==> src/rtl/glitch_pkg.sv <==
// glitch_pkg
//   Shared definitions for the glitch campaign sequencer:
//   - default widths for the delay / pulse-width datapaths
//   - default settle window (target reboot time, in clock cycles)
//   - campaign FSM state encoding
package glitch_pkg;

    localparam int DELAY_W_DEF       = 16;
    localparam int WIDTH_W_DEF       = 8;
    localparam int SETTLE_CYCLES_DEF = 1200000;
    localparam int REP_W_DEF         = 4;
    localparam int CNT_W_DEF         = 32;

    typedef enum logic [2:0] {
        ST_IDLE = 3'd0,
        ST_ARM  = 3'd1,
        ST_WAIT = 3'd2,
        ST_NEXT = 3'd3,
        ST_FIN  = 3'd4
    } glitch_state_e;

endpackage

==> src/rtl/glitch_sweep_axis.sv <==
// sweep_axis
//   One axis of the sweep grid: a start/end/step stepper.
//   On load it captures start/end/step (step 0 becomes 1) and presents
//   start on value. On advance it either steps forward or, when the next
//   step would leave the range, returns to start. wrap tells the parent
//   ahead of time which of the two an advance would do, so the parent can
//   decide whether to carry into the next axis.
//
// Ports
//   clk, rst_n          clock, synchronous active-low reset
//   load                capture cfg_* and set value = cfg_start
//   advance             step (or return to start when wrap is high)
//   cfg_start/end/step  range definition, sampled on load only
//   value               current axis value
//   wrap                next step overflows W bits or passes the end value
module sweep_axis
    import glitch_pkg::*;
#(
    parameter int W = 8
) (
    input  logic         clk,
    input  logic         rst_n,
    input  logic         load,
    input  logic         advance,
    input  logic [W-1:0] cfg_start,
    input  logic [W-1:0] cfg_end,
    input  logic [W-1:0] cfg_step,
    output logic [W-1:0] value,
    output logic         wrap
);

    logic [W-1:0] start_q;
    logic [W-1:0] end_q;
    logic [W-1:0] step_q;
    logic [W:0]   sum;

    // One extra bit so a carry out of W bits counts as "past the end"
    // instead of wrapping to a small value.
    assign sum  = {1'b0, value} + {1'b0, step_q};
    assign wrap = (sum > {1'b0, end_q});

    always_ff @(posedge clk) begin
        if (!rst_n) begin
            value   <= '0;
            start_q <= '0;
            end_q   <= '0;
            step_q  <= '0;
        end else if (load) begin
            value   <= cfg_start;
            start_q <= cfg_start;
            end_q   <= cfg_end;
            step_q  <= (cfg_step == '0) ? W'(1) : cfg_step;
        end else if (advance) begin
            value <= wrap ? start_q : sum[W-1:0];
        end
    end

endmodule

==> src/rtl/glitch_sweep.sv <==
// glitch_sweep
//   Campaign sequencer for the glitch chain. Walks a delay x width grid
//   (delay is the inner loop), fires cfg_repeat shots per grid point and,
//   after each shot, watches hit_in for SETTLE_CYCLES cycles. Records the
//   first hit and optionally ends the campaign on it.
//
//   Shot timing: ARM (1 cycle, glitch_en) -> WAIT (SETTLE_CYCLES cycles)
//   -> NEXT (1 cycle) -> ARM ..., so shots are SETTLE_CYCLES + 2 apart.
//
//   start/abort are single-cycle requests sampled on the rising edge; there
//   is no backpressure. start is honoured only in IDLE, abort only in
//   ARM/WAIT/NEXT; a request arriving in any other state is dropped.
//
// Ports
//   clk, rst_n                   clock, synchronous active-low reset
//   start, abort                 campaign control requests
//   cfg_delay_start/end/step     delay axis range (latched on start)
//   cfg_width_start/end/step     width axis range (latched on start)
//   cfg_repeat                   shots per grid point (0 acts as 1)
//   cfg_stop_on_hit              end campaign on first hit
//   hit_in                       success indication, sampled in WAIT only
//   glitch_en                    one-cycle shot trigger
//   delay_out, width_out         current grid point
//   busy, done                   not-idle level / end-of-campaign pulse
//   hit_valid, hit_delay/width   first-hit record (sticky until next start)
//   attempt_cnt                  saturating shot counter
//   fsm_state                    debug view of the campaign FSM state
module glitch_sweep
    import glitch_pkg::*;
#(
    parameter int DELAY_W       = DELAY_W_DEF,
    parameter int WIDTH_W       = WIDTH_W_DEF,
    parameter int SETTLE_CYCLES = SETTLE_CYCLES_DEF,
    parameter int REP_W         = REP_W_DEF,
    parameter int CNT_W         = CNT_W_DEF
) (
    input  logic               clk,
    input  logic               rst_n,
    input  logic               start,
    input  logic               abort,
    input  logic [DELAY_W-1:0] cfg_delay_start,
    input  logic [DELAY_W-1:0] cfg_delay_end,
    input  logic [DELAY_W-1:0] cfg_delay_step,
    input  logic [WIDTH_W-1:0] cfg_width_start,
    input  logic [WIDTH_W-1:0] cfg_width_end,
    input  logic [WIDTH_W-1:0] cfg_width_step,
    input  logic [REP_W-1:0]   cfg_repeat,
    input  logic               cfg_stop_on_hit,
    input  logic               hit_in,
    output logic               glitch_en,
    output logic [DELAY_W-1:0] delay_out,
    output logic [WIDTH_W-1:0] width_out,
    output logic               busy,
    output logic               done,
    output logic               hit_valid,
    output logic [DELAY_W-1:0] hit_delay,
    output logic [WIDTH_W-1:0] hit_width,
    output logic [CNT_W-1:0]   attempt_cnt,
    output glitch_state_e      fsm_state
);

    localparam int SET_W = (SETTLE_CYCLES > 1) ? $clog2(SETTLE_CYCLES) : 1;
    localparam logic [SET_W-1:0] SET_LAST = SET_W'(SETTLE_CYCLES - 1);

    glitch_state_e state;
    glitch_state_e state_next;

    logic [SET_W-1:0] settle_cnt;
    logic [REP_W-1:0] rep_cnt;
    logic [REP_W-1:0] rep_q;
    logic             stop_q;
    logic [REP_W:0]   rep_inc;

    logic start_ok;
    logic point_done;
    logic sweep_end;
    logic step_ok;
    logic d_adv;
    logic w_adv;
    logic d_wrap;
    logic w_wrap;

    assign start_ok = (state == ST_IDLE) && start;
    assign step_ok  = (state == ST_NEXT) && !abort;

    // rep_cnt holds shots already completed at this point, so rep_inc is
    // the count including the shot that just finished.
    assign rep_inc    = {1'b0, rep_cnt} + (REP_W + 1)'(1);
    assign point_done = (rep_inc >= {1'b0, rep_q});

    // Both axes wrapping means the grid is exhausted; neither axis moves
    // so the last point stays visible on delay_out/width_out.
    assign sweep_end = point_done && d_wrap && w_wrap;
    assign d_adv     = step_ok && point_done && !sweep_end;
    assign w_adv     = step_ok && point_done && d_wrap && !w_wrap;

    sweep_axis #(.W(DELAY_W)) u_delay_axis (
        .clk       (clk),
        .rst_n     (rst_n),
        .load      (start_ok),
        .advance   (d_adv),
        .cfg_start (cfg_delay_start),
        .cfg_end   (cfg_delay_end),
        .cfg_step  (cfg_delay_step),
        .value     (delay_out),
        .wrap      (d_wrap)
    );

    sweep_axis #(.W(WIDTH_W)) u_width_axis (
        .clk       (clk),
        .rst_n     (rst_n),
        .load      (start_ok),
        .advance   (w_adv),
        .cfg_start (cfg_width_start),
        .cfg_end   (cfg_width_end),
        .cfg_step  (cfg_width_step),
        .value     (width_out),
        .wrap      (w_wrap)
    );

    // State register
    always_ff @(posedge clk) begin
        if (!rst_n) begin
            state <= ST_IDLE;
        end else begin
            state <= state_next;
        end
    end

    // Next-state logic
    always_comb begin
        state_next = state;
        case (state)
            ST_IDLE: begin
                if (start) state_next = ST_ARM;
            end
            ST_ARM: begin
                state_next = abort ? ST_FIN : ST_WAIT;
            end
            ST_WAIT: begin
                if (abort || (hit_in && stop_q)) begin
                    state_next = ST_FIN;
                end else if (settle_cnt == SET_LAST) begin
                    state_next = ST_NEXT;
                end
            end
            ST_NEXT: begin
                state_next = (abort || sweep_end) ? ST_FIN : ST_ARM;
            end
            ST_FIN: begin
                state_next = ST_IDLE;
            end
            default: begin
                state_next = ST_IDLE;
            end
        endcase
    end

    // Output logic
    always_comb begin
        glitch_en = (state == ST_ARM);
        busy      = (state != ST_IDLE);
        done      = (state == ST_FIN);
    end

    assign fsm_state = state;

    // Campaign datapath: shadow config, settle/repeat counters, hit record
    always_ff @(posedge clk) begin
        if (!rst_n) begin
            settle_cnt  <= '0;
            rep_cnt     <= '0;
            rep_q       <= '0;
            stop_q      <= 1'b0;
            hit_valid   <= 1'b0;
            hit_delay   <= '0;
            hit_width   <= '0;
            attempt_cnt <= '0;
        end else begin
            case (state)
                ST_IDLE: begin
                    if (start) begin
                        rep_q       <= (cfg_repeat == '0) ? REP_W'(1) : cfg_repeat;
                        stop_q      <= cfg_stop_on_hit;
                        rep_cnt     <= '0;
                        hit_valid   <= 1'b0;
                        hit_delay   <= '0;
                        hit_width   <= '0;
                        attempt_cnt <= '0;
                    end
                end
                ST_ARM: begin
                    settle_cnt <= '0;
                    if (attempt_cnt != '1) begin
                        attempt_cnt <= attempt_cnt + CNT_W'(1);
                    end
                end
                ST_WAIT: begin
                    settle_cnt <= settle_cnt + SET_W'(1);
                    // Captured even when abort arrives in the same cycle.
                    if (hit_in && !hit_valid) begin
                        hit_valid <= 1'b1;
                        hit_delay <= delay_out;
                        hit_width <= width_out;
                    end
                end
                ST_NEXT: begin
                    if (!abort) begin
                        rep_cnt <= point_done ? '0 : rep_inc[REP_W-1:0];
                    end
                end
                default: begin
                end
            endcase
        end
    end

endmodule

==> config.mk <==
export PLATFORM = sky130hd
export DESIGN_NAME = glitch_sweep
export DESIGN_NICKNAME = d
export VERILOG_FILES = /design/src/rtl/glitch_pkg.sv /design/src/rtl/glitch_sweep_axis.sv /design/src/rtl/glitch_sweep.sv
export SDC_FILE = /design/constraint.sdc
export NUM_CORES = 1
export LEC_CHECK = 0
export BUFFER_PORTS_ARGS = -buffer_cell sky130_fd_sc_hd__clkbuf_2
export CAP_MARGIN = 20
export CORE_ASPECT_RATIO = 1.4
export CORE_MARGIN = 2
export CORE_UTILIZATION = 48
export DETAILED_ROUTE_END_ITERATION = 8
export PLACE_DENSITY = 0.82
export SLEW_MARGIN = 10
export SYNTH_ARGS = -nofsm -noshare
export SYNTH_HDL_FRONTEND = slang
export SYNTH_SLANG_ARGS = --single-unit
export TNS_END_PERCENT = 1
==> constraint.sdc <==
create_clock -name clk -period 8.9 [get_ports clk]
set_input_delay 1.78 -clock clk [delete_from_list [all_inputs] [get_ports clk]]
set_output_delay 1.78 -clock clk [all_outputs]
set_load 0.005 [all_outputs]
## Word-level counts from Yosys, hierarchy flattened

Cells that the tools add are included.

- Register bits: 186
- Bits in latches: 0
- Memory bits (writable): 0
- Bits in read-only memories: 0
- Bits of input ports: 82
- Output and inout port bits: 87
- Logic and storage cells: 100
- Memories: 0

- Add/subtract/negate cells: 5
- Multipliers: 0
- Divide/modulo/power cells: 0
- Magnitude comparators: 3
- Eq/ne operators: 11
- Shift-type cells: 0
- Multiplexer cells: 32
- Bitwise gates (word level): 0
- Reductions and logical operators: 32

Operators with widths:

| operator | number |
|---|---|
| 2-to-1 mux 16 bit | 6 |
| 2-to-1 mux 32 bit | 2 |
| one-hot mux 32 bit (2 select lines) | 1 |
| 2-to-1 mux 8 bit | 6 |
| one-hot mux 21 bit (2 select lines) | 1 |
| adder 32 x 1 -> 32 bit, second input constant | 1 |
| != test 32 bit, second input constant | 1 |
| one-hot mux 16 bit (2 select lines) | 1 |
| adder 21 x 1 -> 21 bit, second input constant | 1 |
| equality test 21 bit, second input constant | 1 |
| adder 16 x 16 -> 17 bit | 1 |
| greater-than comparator 17 x 16 -> 1 bit | 1 |
| zero test 16 bit | 1 |
| 2-to-1 mux 4 bit | 4 |
| one-hot mux 8 bit (2 select lines) | 1 |
| 2-to-1 mux 3 bit | 5 |
| one-hot mux 3 bit (4 select lines) | 1 |
| nonzero test 2 bit | 6 |
| logical AND 1 bit | 10 |
| adder 8 x 8 -> 9 bit | 1 |
| greater-than comparator 9 x 8 -> 1 bit | 1 |
| AND reduction 3 bit | 3 |
| zero test 8 bit | 1 |
| one-hot mux 4 bit (2 select lines) | 1 |
| other kinds (16) | 25 |

## Depth between registers and ports, before layout

Gate-level depths: netlist of run 1.

- Depth in word-level cells: 8
- Depth in mapped cells: 19
- Depth with buffers taken out: 17

## Cells and area by module

Synthesis of run 1 repeated with hierarchy kept, for this count alone.

- Cells, all modules: 1197
- Area total of the unflattened synthesis: 10576.4 um^2

Modules (own cells, without submodules):

| module | instances | cells each | area each (um^2) | sequential area each (um^2) |
|---|---|---|---|---|
| glitch_sweep | 1 | 552 | 4603.2 | 1801.7 |
| sweep_axis at u_delay_axis | 1 | 426 | 3937.5 | 1281.2 |
| sweep_axis at u_width_axis | 1 | 219 | 2035.7 | 640.6 |

## Least setup slack after synthesis of run 1

No wires, ideal clock.

- Path kind: flip-flop to flip-flop
- Start point: reg u_delay_axis.value[0]
- End point: reg u_delay_axis.value[14]
- Setup time: 0.124 ns
- Arrival: 4.176 ns
- Required time: 8.776 ns
- Path slack: 4.599 ns
- Stages on the path, launching flop included: 20
- Path buffers: 2
- Clock period less this slack: 4.301 ns
- Path through: dfxtp_1 ha_1 fa_1 a211oi_1 o21ai_1 a31o_2 or4_1 o311ai_0 xnor2_1 ha_1 nand4_1 nor4_1 a221o_1 o21ai_0 o211ai_2 buf_4 nor3b_1 buf_4 a221oi_1 a21oi_1

- Word-level cells in the longest chain between the ends: 7
- Elaborated cells on any way between the ends: 10
- Those cells by class: add/sub (1); order compare (1); mux (3); reduce/logical (5)

RTL lines:

| what | RTL line | text |
|---|---|---|
| start, declared | glitch_sweep_axis.sv:28 | `output logic [W-1:0] value,` |
| start signal, assigned | glitch_sweep_axis.sv:49 | `value <= cfg_start;` |
| start signal, assigned | glitch_sweep_axis.sv:54 | `value <= wrap ? start_q : sum[W-1:0];` |
| adder 16 x 16 -> 17 bit (*) | glitch_sweep_axis.sv:39 | `assign sum = {1'b0, value} + {1'b0, step_q};` |
| greater-than comparator 17 x 16 -> 1 bit | glitch_sweep_axis.sv:40 | `assign wrap = (sum > {1'b0, end_q});` |
| logical AND 1 bit (2 in a row) | glitch_sweep.sv:93 | `assign sweep_end = point_done && d_wrap && w_wrap;` |
| zero test 1 bit | glitch_sweep.sv:94 | `assign d_adv = step_ok && point_done && !sweep_end;` |
| logical AND 1 bit | glitch_sweep.sv:94 |  |
| nonzero test 2 bit (no line) | n/a |  |

Every way passes the cells marked *; elsewhere a longest branch is shown, timed or not. The select of a mux whose other input is x is not followed.
A chain may end at the register's enable or synchronous reset.

## Worst setup path after layout of run 1

- Start point: reg u_delay_axis.value[0]
- End point: reg u_width_axis.value[7]

- Word-level cells in the longest chain between the ends: 5

RTL lines:

| what | RTL line | text |
|---|---|---|
| adder 16 x 16 -> 17 bit | glitch_sweep_axis.sv:39 |  |
| greater-than comparator 17 x 16 -> 1 bit | glitch_sweep_axis.sv:40 |  |
| logical AND 1 bit (2 in a row) | glitch_sweep.sv:95 | `assign w_adv = step_ok && point_done && d_wrap && !w_wrap;` |
| nonzero test 2 bit (no line) | n/a |  |
| end signal, assigned | glitch_sweep_axis.sv:49 |  |
| end signal, assigned | glitch_sweep_axis.sv:54 |  |
| end, declared | glitch_sweep_axis.sv:28 |  |

No other way between the ends.

==> impl_summary.log, run 1 <==
[metrics] run status: completed
[metrics] number of enable-type register cells in the synthesized netlist: 0
[metrics] CTS tree: built
[metrics] crit start category: register
[metrics] largest incremental delay on the critical path: 890 ps
[metrics] wire length of the first global-routing pass: 38200 µm
[metrics] max capacitance violation total: 0
[metrics] fill cell count: 1651
[metrics] Power Density: 213 nW/µm²
[metrics] total routing usage reported by global routing: 24.3%
[metrics] total half-perimeter wirelength after legalization and detailed placement: 17300 µm
[metrics] largest net degree at the start of global routing: 96
[metrics] Area Overhead vs Synth: 18.9%
[metrics] Initial Util: 49.1%
[metrics] CP most frequent cell: ha_1
[metrics] Final Hold Vio Count: 0
[metrics] final worst clock skew: 8.31 ps
[metrics] chip height: 165 µm
[metrics] static power due to leakage: 4.45 nW
[metrics] combined area of the multi-input logic cells: 4910 µm²
[metrics] tightest slew margin relative to the limit: 28.5%
[metrics] fraction of the yosys area taken by sequential cells: 40.3%
[metrics] Tightest Hold Check Type: reg2reg
[metrics] max-slew violation count: 0
[metrics] post-detailed-route wirelength per cell: 16.2 µm
[metrics] cell class contributing the biggest share of worst-path delay: simple AND/OR/NAND/NOR gates
[metrics] number of instances in the synthesized netlist: 1079
[metrics] most common cell after layout, fill and taps aside: dfxtp_1
[metrics] total global routing overflow: 0
[metrics] ordered cell list for the critical path: ha_1, fa_1, a211oi_1, o21ai_1, a31o_2, or4_1, o311ai_0, xnor2_1, ha_1, nand4_1, nor4_1, a221o_1, o21ai_0, o211ai_2, nor3b_2, mux2i_1, o22ai_1
[metrics] clock sink count: 178
[metrics] minimum hold slack: 453 ps
[metrics] Post-CTS Setup Bufs: 0
[metrics] top library cells by usage in the layout, fill and taps aside: dfxtp_1, nand2_1, clkbuf_2, a21oi_1, nor2_1
[metrics] area of the mapped netlist: 8840 µm²
[metrics] total CTS buffers: 17
[metrics] count of yosys warnings during synthesis: 0
[metrics] Iteration-0 DRC Markers: 653
[metrics] Worst Path Max Fanout: 10
[metrics] Arrival @ worst endpoint: 5400 ps
[metrics] unrepaired setup endpoints after global routing: no
[metrics] post-route antenna net violation count: 0
[metrics] register-to-register path setup slack: 3800 ps
[metrics] Critical-path top delay cell: nor3b_2
[metrics] top flip-flop cell by instance count after synthesis: dfxtp_1
[metrics] Vias: 8284
[metrics] row count: 58
[metrics] post-route setup TNS: 0 ps
[metrics] hold bufs inserted after CTS: 0
[metrics] Core Box Area: 18000 µm²
[metrics] Setup violations, final: 0
[metrics] share of the clock period used by the worst path after layout: 57.3%
[metrics] #FFs+latches synth: 178
[metrics] required time of the worst setup path: 9200 ps
[metrics] combined flip-flop and latch cell area: 3560 µm²
[metrics] Port-buffer cells: 168
[metrics] post-synthesis net count: 1218
[metrics] Die W: 119 µm
[metrics] area enclosed by the die boundary: 19500 µm²
[metrics] number of gates resized after CTS: 0
[metrics] Routed WL: 23900 µm
[metrics] number of antenna violations at the first check in global routing: 1
[metrics] post-detailed-route via-to-cell ratio: 5.63
[metrics] clock-pin slew on the worst setup and hold paths: 70 ps
[metrics] Boundary Pins: 169
[metrics] Skew-Pair Late Insertion Delay: 430 ps
[metrics] maximum clock insertion buffer count: 2
[metrics] RD Place Congestion: 0.918
[metrics] largest vdd supply drop: 0.126 mV
[metrics] fraction of final layout cells with drive strength greater than 1: 18.4%
[metrics] Root Driver: clkbuf_16
[metrics] class of the most critical setup path: reg2reg
[metrics] count of distinct cell types in the synthesized netlist: 61
[metrics] f_max: 196 MHz
[metrics] post-synthesis async set-or-reset flop share: 0%
[metrics] DRC violations left: 0
[metrics] NumNets Final: 1359
[metrics] measured slew at the worst slew-check pin: 1070 ps
[metrics] critical path buffer and inverter count: 0
[metrics] vias in the first global route: 7960
[metrics] average cell area after synthesis: 8.19 µm²
[metrics] Min Clock Period, post-route: 5100 ps
[metrics] deepest level of the CTS H-tree: 4
[metrics] detailed-routing iteration count for the pre-antenna-repair pass: 5
[metrics] Critical Path Sink Type: register
## tightest hold or removal path: cells and delay by family (launching register included)
family          cells  cell delay, ps
simple gates        1              50
flops               1             310
compound gates      1              50
## Yosys cell counts, types with 3 or more instances
master / instances / share of area, %
mux2i_1: 23 / 2.6
a211oi_1: 6 / 0.51
nor2b_1: 4 / 0.28
nor3_1: 18 / 1.0
o211ai_1: 7 / 0.59
or2_2: 4 / 0.28
a21o_1: 9 / 0.76
or3_1: 9 / 0.64
xnor2_1: 23 / 2.3
and2_1: 9 / 0.64
nor2_1: 93 / 3.9
a31oi_1: 6 / 0.42
o21a_1: 7 / 0.59
nor4_1: 12 / 0.85
nor3b_1: 4 / 0.34
and3_1: 6 / 0.42
nand4_1: 18 / 1.3
inv_1: 45 / 1.9
buf_1: 3 / 0.13
or4_1: 3 / 0.25
a22o_1: 14 / 1.4
nand3_1: 28 / 1.6
a22oi_1: 28 / 2.4
a21oi_1: 123 / 7.0
o31ai_1: 3 / 0.25
o21bai_1: 3 / 0.25
dfxtp_1: 178 / 40
nand2b_1: 5 / 0.35
xor2_1: 27 / 2.7
nand2_1: 174 / 7.4
o21ai_0: 46 / 2.6
nor4b_1: 3 / 0.30
clkbuf_1: 46 / 2.0
ha_1: 55 / 7.8
## power breakdown
part	switching (mW)	leakage, nW	internal (mW)
logic	0.313	2.68	0.199
clock network	0.311	0.315	0.529
registers	0.0464	1.45	0.845
## through the flow
stage          cell area, µm²  utilization [%]  instances  power (mW)  setup WS, ps
6_report                10500             58.4       1472        2.24          3800
5_1_grt                 10500             58.4       1472        2.34          3450
4_1_cts                 10500             58.3       1470        2.24          3790
3_5_place_dp             9840             54.7       1440        1.41          3840
3_3_place_gp             9840             54.7       1440        1.39          3990
2_1_floorplan            8840                -       1079        1.25          4600
## cell type report
class,count,area share (%)
inverters,45,1.62
repair buffers,176,8.64
clock inverters,11,2.00
diodes,1,0.0238
multi-input cells,802,46.7
flip-flops and latches,178,33.9
clock buffers,19,4.21
well taps,240,2.86
## state kept, by name, summed over array words and instances (netlist names)
register	count
attempt_cnt	32
settle_cnt	21
hit_delay	16
u_delay_axis.end_q	16
u_delay_axis.start_q	16
u_delay_axis.step_q	16
u_delay_axis.value	16
hit_width	8
u_width_axis.end_q	8
u_width_axis.step_q	8
u_width_axis.value	8
rep_cnt	4
rep_q	4
fsm_state	3
hit_valid	1
stop_q	1
## per-layer routing
layer	track usage (%)	routed length, µm	vias to the layer above
met5	0	0	-
met1	27.0	9320	3843
met4	12.1	951	0
li1	-	-	4060
met2	44.1	12100	318
met3	4.87	1510	63
## worst paths after layout
path                           endpoint  depth (start not counted)                  start
setup reg to reg  u_width_axis.value[7]                         17  u_delay_axis.value[0]
hold / removal    u_delay_axis.end_q[7]                          2  u_delay_axis.end_q[7]
hold reg to reg   u_delay_axis.end_q[7]                          2  u_delay_axis.end_q[7]
setup / recovery  u_width_axis.value[7]                         17  u_delay_axis.value[0]
## logic make-up (layout without fill, tap and decap cells)
logic type               after synthesis  after routing  synth area share [%]
AND/OR/NAND/NOR                      401            401                  20.8
AO/OA/AOI/OAI                        269            269                  18.4
flip-flops                           178            178                  40.3
buffers and inverters                 99            251                  4.40
adder cells (fa/ha/maj)               57             57                  8.24
XOR/XNOR                              50             50                  4.95
multiplexers                          25             25                  2.86
other                                  0              1                     0
No activity file was read; power rests on OpenSTA's default activity.
==> run 2: changes to the inputs <==
==> constraint.sdc (replaced) <==
create_clock -name clk -period 4.9 [get_ports clk]
set_input_delay 0.98 -clock clk [delete_from_list [all_inputs] [get_ports clk]]
set_output_delay 0.98 -clock clk [all_outputs]
set_load 0.005 [all_outputs]
==> run 2 against run 1 <==
Effect of this change: count of clock-buffer cells in the layout grew 2; fmax grew 9.2%; critical path depth grew 1; combinational power is 89% higher; critical path type unchanged; largest power group unchanged.
==> impl_summary.log, run 2 (synthesized netlist as in run 1, its figures left out) <==
[metrics] most common cell after layout, fill and taps aside: dfxtp_1
[metrics] Vias: 8428
[metrics] Port-buffer cells: 168
[metrics] hold bufs inserted after CTS: 0
[metrics] chip height: 165 µm
[metrics] required time of the worst setup path: 5210 ps
[metrics] run status: completed
[metrics] static power due to leakage: 4.46 nW
[metrics] Critical Path Sink Type: register
[metrics] fill cell count: 1634
[metrics] top library cells by usage in the layout, fill and taps aside: dfxtp_1, nand2_1, clkbuf_2, a21oi_1, nor2_1
[metrics] Die W: 119 µm
[metrics] Internal: 2.73 mW
[metrics] share of the clock period used by the worst path after layout: 95.3%
[metrics] Largest register FFs: 32
[metrics] class of the most critical setup path: reg2reg
[metrics] largest vdd supply drop: 0.226 mV
[metrics] Root Driver: clkbuf_16
[metrics] smallest setup slack after layout: 232 ps
[metrics] minimum hold slack: 453 ps
[metrics] share of total power in the clock network: 34.9%
[metrics] Setup violations, final: 0
[metrics] Routed WL: 24200 µm
[metrics] crit start category: register
[metrics] Core Box Area: 18000 µm²
[metrics] Tightest Hold Check Type: reg2reg
[metrics] Initial Util: 49.1%
[metrics] Boundary Pins: 169
[metrics] Arrival @ worst endpoint: 4980 ps
[metrics] CTS tree: built
[metrics] total half-perimeter wirelength after legalization and detailed placement: 17700 µm
[metrics] largest net degree at the start of global routing: 94
[metrics] Iteration-0 DRC Markers: 506
[metrics] top register by number of flip-flops: attempt_cnt
[metrics] met1 Usage GRT: 27.1%
[metrics] wire length of the first global-routing pass: 38500 µm
[metrics] number of antenna violations at the first check in global routing: 1
[metrics] clock sink count: 178
[metrics] deepest level of the CTS H-tree: 4
[metrics] measured slew at the worst slew-check pin: 907 ps
[metrics] finished layout cell area: 10500 µm²
[metrics] post-detailed-route wirelength per cell: 16.3 µm
[metrics] NumNets Final: 1370
[metrics] M2 GR Usage: 44.7%
[metrics] max capacitance violation total: 0
[metrics] fraction of final layout cells with drive strength greater than 1: 19.2%
[metrics] final standard cell utilization of the core: 58.6%
[metrics] Area Overhead vs Synth: 19.3%
[metrics] share of total power in sequential cells: 40.7%
[metrics] worst slack, placed: -13.0 ps
[metrics] final worst clock skew: 6.70 ps
[metrics] Final Hold Vio Count: 0
[metrics] total global routing overflow: 0
[metrics] f_max: 214 MHz
[metrics] Skew-Pair Late Insertion Delay: 430 ps
[metrics] Sw Share: 31.4%
[metrics] area enclosed by the die boundary: 19500 µm²
[metrics] combined area of the multi-input logic cells: 4920 µm²
[metrics] row count: 58
[metrics] vias in the first global route: 8034
[metrics] NetSw: 1.25 mW
[metrics] post-placement cell area: 9900 µm²
[metrics] power share of the combinational group: 24.4%
[metrics] DRC violations left: 0
[metrics] GR peak layer: met2
[metrics] post-route antenna net violation count: 0
[metrics] detailed-routing iteration count for the pre-antenna-repair pass: 5
[metrics] registers with the highest flip-flop counts: attempt_cnt (32), settle_cnt (21)
[metrics] maximum clock insertion buffer count: 2
[metrics] clock-pin slew on the worst setup and hold paths: 60 ps
[metrics] RD Place Congestion: 0.917
[metrics] Min Clock Period, post-route: 4670 ps
[metrics] Power Density: 377 nW/µm²
[metrics] combined flip-flop and latch cell area: 3560 µm²
[metrics] tightest slew margin relative to the limit: 39.5%
[metrics] post-detailed-route via-to-cell ratio: 5.68
[metrics] max-slew violation count: 0
[metrics] global-route track usage on met3: 4.49%
[metrics] total routing usage reported by global routing: 24.4%
[metrics] total CTS buffers: 17
[metrics] Worst Path Max Fanout: 10
-- run 2: layout make-up --
cell class | instances | share of cell area (%)
diodes | 1 | 0.0237
clock buffers | 21 | 4.18
clock inverters | 11 | 1.47
inverters | 45 | 1.61
multi-input cells | 802 | 46.7
flip-flops and latches | 178 | 33.8
well taps | 240 | 2.85
repair buffers | 187 | 9.40
-- run 2: path summary, 6_finish.rpt --
check / startpoint / end / cells after the start / slack, ps
max: u_delay_axis.value[0] / u_delay_axis.value[14] / 18 / 230
min: u_delay_axis.end_q[6] / u_delay_axis.end_q[6] / 2 / 450
max reg2reg: u_delay_axis.value[0] / u_delay_axis.value[14] / 18 / 230
min reg2reg: u_delay_axis.end_q[6] / u_delay_axis.end_q[6] / 2 / 450
-- run 2: what timing repair did --
action                                  CTS  global route
buffers inserted                          0             3
resized for setup                         1             3
pin swaps                                 0             3
endpoints found under the setup margin    1            24
-- run 2: critical path, stage by stage, from the launching register on --
cell      delay [ps]
dfxtp_1          310
ha_1             220
fa_2             380
a211oi_2         280
o21ai_1          150
a31o_2           260
or4_1            390
o311ai_0         140
xnor2_1          240
ha_1             310
nand4_1          150
nor4_1            70
a221o_1          330
o21ai_1          220
o211ai_2         240
nor3b_2          220
buf_4            230
a221oi_1         280
a21oi_1          110
-- run 2: stage by stage --
stage,power [mW],instances,TNS [ps]
after floorplan,2.27,1079,0
final,3.97,1485,0
after detailed placement,2.57,1448,-13.0
after global routing,4.15,1485,-9.08
after CTS,3.96,1480,0
after global placement,2.54,1448,0
-- run 2: power by group through the flow --
stage                     Combinational, mW  Clock [mW]  Sequential, mW
after floorplan                       0.649           0            1.62
after global placement                0.897           0            1.64
after detailed placement              0.926           0            1.65
after CTS                             0.937        1.41            1.61
after global routing                   1.06        1.47            1.62
final                                 0.968        1.39            1.62
-- run 2: per-layer routing --
metal	vias up	share of wire [%]
met5	-	0
met4	0	3.4
met3	57	6.4
met2	336	51
met1	3948	39
li1	4087	-
